[config.mk]
export PLATFORM = sky130hd
export DESIGN_NAME = mem_test_sequencer
export DESIGN_NICKNAME = d
export VERILOG_FILES = /design/src/rtl/mem_test_sequencer.sv
export SDC_FILE = /design/constraint.sdc
export NUM_CORES = 1
export LEC_CHECK = 0
export ABC_AREA = 1
export CAP_MARGIN = 20
export CORE_MARGIN = 3
export CORE_UTILIZATION = 35
export CTS_CLUSTER_SIZE = 30
export DETAILED_ROUTE_END_ITERATION = 6
export PLACE_DENSITY_LB_ADDON = 0.3
export SKIP_LAST_GASP = 1
export SYNTH_ARGS = -nofsm -noshare
export SYNTH_HDL_FRONTEND = slang
export SYNTH_SLANG_ARGS = --single-unit
export TNS_END_PERCENT = 5
[constraint.sdc]
create_clock -name clk -period 2.56 [get_ports clk]
set_clock_uncertainty 0.05 [all_clocks]
set_input_delay 0.512 -clock clk [delete_from_list [all_inputs] [get_ports clk]]
set_output_delay 0.512 -clock clk [all_outputs]
set_load 0.005 [all_outputs]
[src/rtl/mem_test_sequencer.sv]
// rtl/mem_test_sequencer.sv - write/readback memory self-test initiator with pass/fail, error count and first fail address
// Optional second inverted-data pass is enabled by defining MEM_TEST_INVERT_PASS_EN.
module mem_test_sequencer #(
  parameter int          MEM_WIDTH    = 32,
  parameter int          MEM_SIZE     = 256,
  parameter int          ADDR_WIDTH   = 8,
  parameter int          READ_LATENCY = 2,
  parameter logic [31:0] SEED         = 32'hA5A5_0000
) (
  input  logic                  clk,
  input  logic                  reset,
  input  logic                  start,
  output logic [ADDR_WIDTH-1:0] addr,
  output logic [MEM_WIDTH-1:0]  data_write,
  output logic                  write_en,
  output logic                  read_en,
  input  logic [MEM_WIDTH-1:0]  data_read,
  output logic                  busy,
  output logic                  done,
  output logic                  pass,
  output logic [15:0]           err_count,
  output logic [ADDR_WIDTH-1:0] fail_addr
);

  typedef enum logic [2:0] {
    S_IDLE,
    S_WRITE,
    S_RD_ISSUE,
    S_RD_WAIT,
    S_DONE
  } state_t;

  localparam int                    CNT_W     = (READ_LATENCY < 2) ? 1 : $clog2(READ_LATENCY + 1);
  localparam logic [CNT_W-1:0]      LAT       = CNT_W'(READ_LATENCY);
  localparam logic [ADDR_WIDTH-1:0] LAST_ADDR = ADDR_WIDTH'(MEM_SIZE - 1);
  localparam logic [MEM_WIDTH-1:0]  SEED_W    = MEM_WIDTH'(SEED);

  function automatic logic [MEM_WIDTH-1:0] pattern(input logic [ADDR_WIDTH-1:0] a, input logic inv);
    logic [MEM_WIDTH-1:0] v;
    v = SEED_W ^ MEM_WIDTH'(a);
    return inv ? ~v : v;
  endfunction

  state_t                  state_q, state_d;
  logic [ADDR_WIDTH-1:0]   a_q, a_d;
  logic [CNT_W-1:0]        cnt_q, cnt_d;
  logic                    first_err_q, first_err_d;
  logic [ADDR_WIDTH-1:0]   addr_q, addr_d;
  logic [MEM_WIDTH-1:0]    data_write_q, data_write_d;
  logic                    write_en_q, write_en_d;
  logic                    read_en_q, read_en_d;
  logic                    busy_q, busy_d;
  logic                    done_q, done_d;
  logic                    pass_q, pass_d;
  logic [15:0]             err_count_q, err_count_d;
  logic [ADDR_WIDTH-1:0]   fail_addr_q, fail_addr_d;
  logic                    cur_inv;

`ifdef MEM_TEST_INVERT_PASS_EN
  logic p_q, p_d;
  assign cur_inv = p_q;
`else
  assign cur_inv = 1'b0;
`endif

  // Outputs are registered, so each branch computes what the next cycle shows.
  always_comb begin
    state_d      = state_q;
    a_d          = a_q;
    cnt_d        = cnt_q;
    first_err_d  = first_err_q;
    addr_d       = addr_q;
    data_write_d = data_write_q;
    write_en_d   = 1'b0;
    read_en_d    = 1'b0;
    busy_d       = busy_q;
    done_d       = done_q;
    pass_d       = pass_q;
    err_count_d  = err_count_q;
    fail_addr_d  = fail_addr_q;
`ifdef MEM_TEST_INVERT_PASS_EN
    p_d          = p_q;
`endif

    case (state_q)
      S_IDLE, S_DONE: begin
        if (start) begin
          state_d      = S_WRITE;
          a_d          = '0;
          first_err_d  = 1'b0;
          err_count_d  = '0;
          fail_addr_d  = '0;
          busy_d       = 1'b1;
          done_d       = 1'b0;
          pass_d       = 1'b0;
          write_en_d   = 1'b1;
          addr_d       = '0;
          data_write_d = pattern('0, 1'b0);
`ifdef MEM_TEST_INVERT_PASS_EN
          p_d          = 1'b0;
`endif
        end
      end

      S_WRITE: begin
        if (a_q == LAST_ADDR) begin
          state_d   = S_RD_ISSUE;
          a_d       = '0;
          read_en_d = 1'b1;
          addr_d    = '0;
        end else begin
          a_d          = a_q + ADDR_WIDTH'(1);
          write_en_d   = 1'b1;
          addr_d       = a_q + ADDR_WIDTH'(1);
          data_write_d = pattern(a_q + ADDR_WIDTH'(1), cur_inv);
        end
      end

      S_RD_ISSUE: begin
        state_d = S_RD_WAIT;
        cnt_d   = CNT_W'(1);
      end

      S_RD_WAIT: begin
        if (cnt_q == LAT) begin
          if (data_read != pattern(a_q, cur_inv)) begin
            if (err_count_q != 16'hFFFF) begin
              err_count_d = err_count_q + 16'd1;
            end
            if (!first_err_q) begin
              first_err_d = 1'b1;
              fail_addr_d = a_q;
            end
          end
          if (a_q == LAST_ADDR) begin
`ifdef MEM_TEST_INVERT_PASS_EN
            if (!p_q) begin
              p_d          = 1'b1;
              a_d          = '0;
              state_d      = S_WRITE;
              write_en_d   = 1'b1;
              addr_d       = '0;
              data_write_d = pattern('0, 1'b1);
            end else begin
              state_d = S_DONE;
              busy_d  = 1'b0;
              done_d  = 1'b1;
              pass_d  = (err_count_d == 16'd0);
            end
`else
            state_d = S_DONE;
            busy_d  = 1'b0;
            done_d  = 1'b1;
            pass_d  = (err_count_d == 16'd0);
`endif
          end else begin
            a_d       = a_q + ADDR_WIDTH'(1);
            state_d   = S_RD_ISSUE;
            read_en_d = 1'b1;
            addr_d    = a_q + ADDR_WIDTH'(1);
          end
        end else begin
          cnt_d = cnt_q + CNT_W'(1);
        end
      end

      default: state_d = S_IDLE;
    endcase
  end

  always_ff @(posedge clk) begin
    if (reset) begin
      state_q      <= S_IDLE;
      a_q          <= '0;
      cnt_q        <= '0;
      first_err_q  <= 1'b0;
      addr_q       <= '0;
      data_write_q <= '0;
      write_en_q   <= 1'b0;
      read_en_q    <= 1'b0;
      busy_q       <= 1'b0;
      done_q       <= 1'b0;
      pass_q       <= 1'b0;
      err_count_q  <= '0;
      fail_addr_q  <= '0;
`ifdef MEM_TEST_INVERT_PASS_EN
      p_q          <= 1'b0;
`endif
    end else begin
      state_q      <= state_d;
      a_q          <= a_d;
      cnt_q        <= cnt_d;
      first_err_q  <= first_err_d;
      addr_q       <= addr_d;
      data_write_q <= data_write_d;
      write_en_q   <= write_en_d;
      read_en_q    <= read_en_d;
      busy_q       <= busy_d;
      done_q       <= done_d;
      pass_q       <= pass_d;
      err_count_q  <= err_count_d;
      fail_addr_q  <= fail_addr_d;
`ifdef MEM_TEST_INVERT_PASS_EN
      p_q          <= p_d;
`endif
    end
  end

  assign addr       = addr_q;
  assign data_write = data_write_q;
  assign write_en   = write_en_q;
  assign read_en    = read_en_q;
  assign busy       = busy_q;
  assign done       = done_q;
  assign pass       = pass_q;
  assign err_count  = err_count_q;
  assign fail_addr  = fail_addr_q;

endmodule
==> out/results.txt <==
In this run the cell area measured after placement is 4410 um^2. In the global route stage, overall resource usage came out at 18.4%. In the post-route analysis, the smallest setup slack over all paths is 0.307 ns.

In this run the count of I/O pins placed on the die edge is 104. Post-CTS repair changed the size of 0 cells. For this run, the top clock speed supported by timing is 444 MHz.

For this block, the routed nets add up to 10100 um of wire. For the share of the yosys chip area belonging to registers, the log shows 30.0%. With fillers left out, the area of the finished cells amounts to 4530 um^2.

Register clock-pin slew on the reported worst setup and hold paths: 0.10 ns. The run gives 5 as the number of buffers inserted during clock tree synthesis. The post-CTS repair timing setup buffer count was 0. On the critical path the largest part of the delay comes from simple AND/OR/NAND/NOR gates. The insertion delay of the later-clocked pin in the worst-skew pair came out at 0.32 ns. The run gives 2.75 ns as the required arrival time at the worst endpoint. The startpoint identified for the worst hold timing path is data_write[4].

The cell with the biggest individual delay on the critical path is sky130_fd_sc_hd__dfxtp_1. Of all cell types, the one taking the most synthesized area is sky130_fd_sc_hd__dfxtp_1. In this run the biggest area consumer among cell types represents 30.0% of the synthesized area. The post-route netlist has 8.23% of its cells at a drive strength greater than 1. The flow ran to the end, and the final reports show no timing, DRC or antenna violations.

From bottom edge to top edge, the die measures 106 um. The number of vias per cell is 4.80. The classification of the worst-slack hold path was register to register.

The combined area of all synthesized cells is 3470 um^2. The run gives 11100 um^2 as the overall die area. The H-tree generated during clock tree synthesis spans 2 levels.

For the number of remaining DRC errors, the log shows 0. Setup total negative slack on the finished layout was measured at 0 ns. Tracing the worst setup path back leads to its startpoint at addr[1].

The number of cells traversed by the worst register-to-register path came out at 12. Number of failing hold endpoints at the final stage: 0. Type of the setup path with the least slack: register to register. Critical path endpoint category: a register. Counting stages on the worst path, the most repeated cell is sky130_fd_sc_hd__nor2_1. For the pin count of the biggest net entering global routing, the log shows 30.

Once detail routing completed, the nets flagged for antenna violations numbered 0. The slew at the pin closest to its max-slew limit was 0.609 ns. The number of antenna violations at the first check in global routing is 0. The tool flagged a number of max-cap violations equal to 0.

The tools report the HPWL after detailed placement as 7910 um. Row generation in the floorplan step produced 35 rows. Measured on the finished design, the core utilization comes to 48.1%. For the final weighted congestion of routability-driven global placement, the log shows 0.839. The number of optimization iterations in the first detailed-route pass was 4; the combined buffer and inverter count along the critical path was 2.

Setup repair after global routing left no endpoint under its margin. Static power due to leakage: 1.86 nW. Buffers placed on the I/O ports in this run total 87. The worst setup path is launched from a register. The time the final worst path needs with I/O delays and setup was 2.25 ns. Data arrives at the worst endpoint at 2.44 ns. The critical path goes through ha_1, nand4_1, nor2_1, nand3_1, nor2_1, inv_1, nand2_1, nor2_1, inv_2, a21oi_2, nor2_1, a211oi_1. The logs give 2 for the buffer levels on the longest clock path and 36.8% for the starting density of the core. Yosys attributes the largest share of cell area to sky130_fd_sc_hd__dfxtp_1 (30%), sky130_fd_sc_hd__nand2_1 (20%), sky130_fd_sc_hd__nor2_1 (7.3%). After layout, the worst path uses 88.0% of the clock period. Counting every instance in the synthesized netlist gives 570. Averaged over all synthesized cells, the footprint is 6.08 um^2.

In this run, synthesis produced a sequential element count of 52. The number of nets in the layout was 693. Clock tree synthesis selected as its root buffer the cell sky130_fd_sc_hd__clkbuf_8. The number of different library cells used by synthesis comes to 33.

In this run, the number of DRC markers left after iteration 0 of detailed routing was 235. Reg-to-reg critical path startpoint: addr[1]. The die outline width is 106 um. The core region is 9420 um^2.

TritonCTS built the clock tree. The run gives 0.0482 ns as the worst slack at placement. During synthesis, Yosys emitted a total of 0 warnings. Power spread over the standard cell area amounts to 552 nW/um^2. The worst hold path terminates at data_write[4].

The first global-routing pass estimated 17300 um of wire. The number of clock sinks seen by CTS was 52. Across all register-to-register paths, the minimum setup slack is 0.31 ns.

Final-report setup violation count: 0. Max-slew violation total from the final report: 0. The average routed wire per standard cell works out to 12.8 um.

For the count of hold buffers inserted by post-cts repair, the log shows 0. Global routing finished with a remaining overflow of 0. In this run the tightest slew margin relative to its limit is 59.1%.

The area added between synthesis and finish was 30.7%; the maximum single-stage delay on the critical path was 0.40 ns. The end of the worst register-to-register path is addr[0]. Detailed routing inserted a total of 3765 vias. Via count of the first global-routing pass: 3613. The antenna cell count was 0. VDD sags by at most 0.543 mV. The instance count along the most critical hold path was 2. Peak fanout along the critical path: 8.
synthesized netlist by cell type, drive strengths merged:
cell and count:
a211oi 2, a21oi 46, a22oi 3, a31oi 1, buf 32, clkbuf 7
conb 1, dfxtp 52, ha 3, inv 63, nand2 190, nand3 36
nand3b 9, nand4 20, nor2 72, nor3 8, o21ai 10, o31ai 1
or2 7, xnor2 2, xor2 5
tightest hold or removal path: stages (launching register included):
cell	delay [ns]
sky130_fd_sc_hd__dfxtp_1	0.32
sky130_fd_sc_hd__nand2_1	0.06
sky130_fd_sc_hd__a21oi_1	0.05
cell families after synthesis:
kind of cell	Yosys count	share of synthesized area, %
AOI/OAI and AO/OA	63	9.89
xor gates and xnor gates	7	1.77
adders and majority gates	3	1.08
buffers and inverters	102	14.2
DFF	52	30.0
other	1	0.108
and+or+nand+nor	342	42.9
placed cells by master, fill, tap and decap left out, types with 3 or more instances in the layout:
master,n
sky130_fd_sc_hd__nand2_1,188
sky130_fd_sc_hd__clkdlybuf4s50_1,87
sky130_fd_sc_hd__nor2_1,67
sky130_fd_sc_hd__dfxtp_1,52
sky130_fd_sc_hd__inv_1,51
sky130_fd_sc_hd__a21oi_1,44
sky130_fd_sc_hd__nand3_1,34
sky130_fd_sc_hd__nand4_1,20
sky130_fd_sc_hd__conb_1,16
sky130_fd_sc_hd__buf_4,15
sky130_fd_sc_hd__inv_2,12
sky130_fd_sc_hd__o21ai_0,9
sky130_fd_sc_hd__nand3b_1,9
sky130_fd_sc_hd__nor3_1,7
sky130_fd_sc_hd__or2_2,6
sky130_fd_sc_hd__clkbuf_8,6
sky130_fd_sc_hd__xor2_1,5
sky130_fd_sc_hd__nor2_4,3
sky130_fd_sc_hd__a22oi_1,3
sky130_fd_sc_hd__ha_1,3
report_power, final:
group / total [mW] / internal, mW / switching (mW)
Sequential: 0.952 / 0.880 / 0.0719
Clock: 0.613 / 0.320 / 0.293
Combinational: 0.939 / 0.397 / 0.543
final cells by class:
type / count / area (um^2)
well taps: 129 / 161
clock inverters: 2 / 38.8
repair buffers: 102 / 983
flip-flops and latches: 52 / 1040
clock buffers: 6 / 82.6
inverters: 63 / 236
fillers: 986 / 4880
multi-input cells: 431 / 1990
sequential cells by signal, indices dropped and copies added (netlist names):
signal and flops:
addr 8, busy 1, cnt_q 2, data_write 9
done 1, err_count 16, fail_addr 8, first_err_q 1
pass 1, read_en 1, state_q 3, write_en 1
layer usage:
layer	GRT usage (%)	routed length, um
met5	0	0
met4	3.05	76
met3	3.12	599
met2	30.3	4680
met1	25.6	4730
metrics by stage:
stage | hold WS (ns) | cells | total power [mW]
after CTS | 0.419 | 785 | 2.52
after global placement | 0.400 | 777 | 1.89
after floorplan | 0.393 | 585 | 1.60
after global routing | 0.449 | 785 | 2.67
after detailed placement | 0.403 | 777 | 1.91
final | 0.418 | 785 | 2.50
worst max-delay path by stage:
stage | slack [ns] | endpoint | cells after the start
CTS | 0.33 | addr[0] | 12
finish | 0.31 | addr[0] | 12
global placement | 0.09 | pass | 15
detailed placement | 0.05 | pass | 15
floorplan | 0.66 | pass | 15
global route | 0.008 | pass | 15
Power figures use the tool's default switching activity.
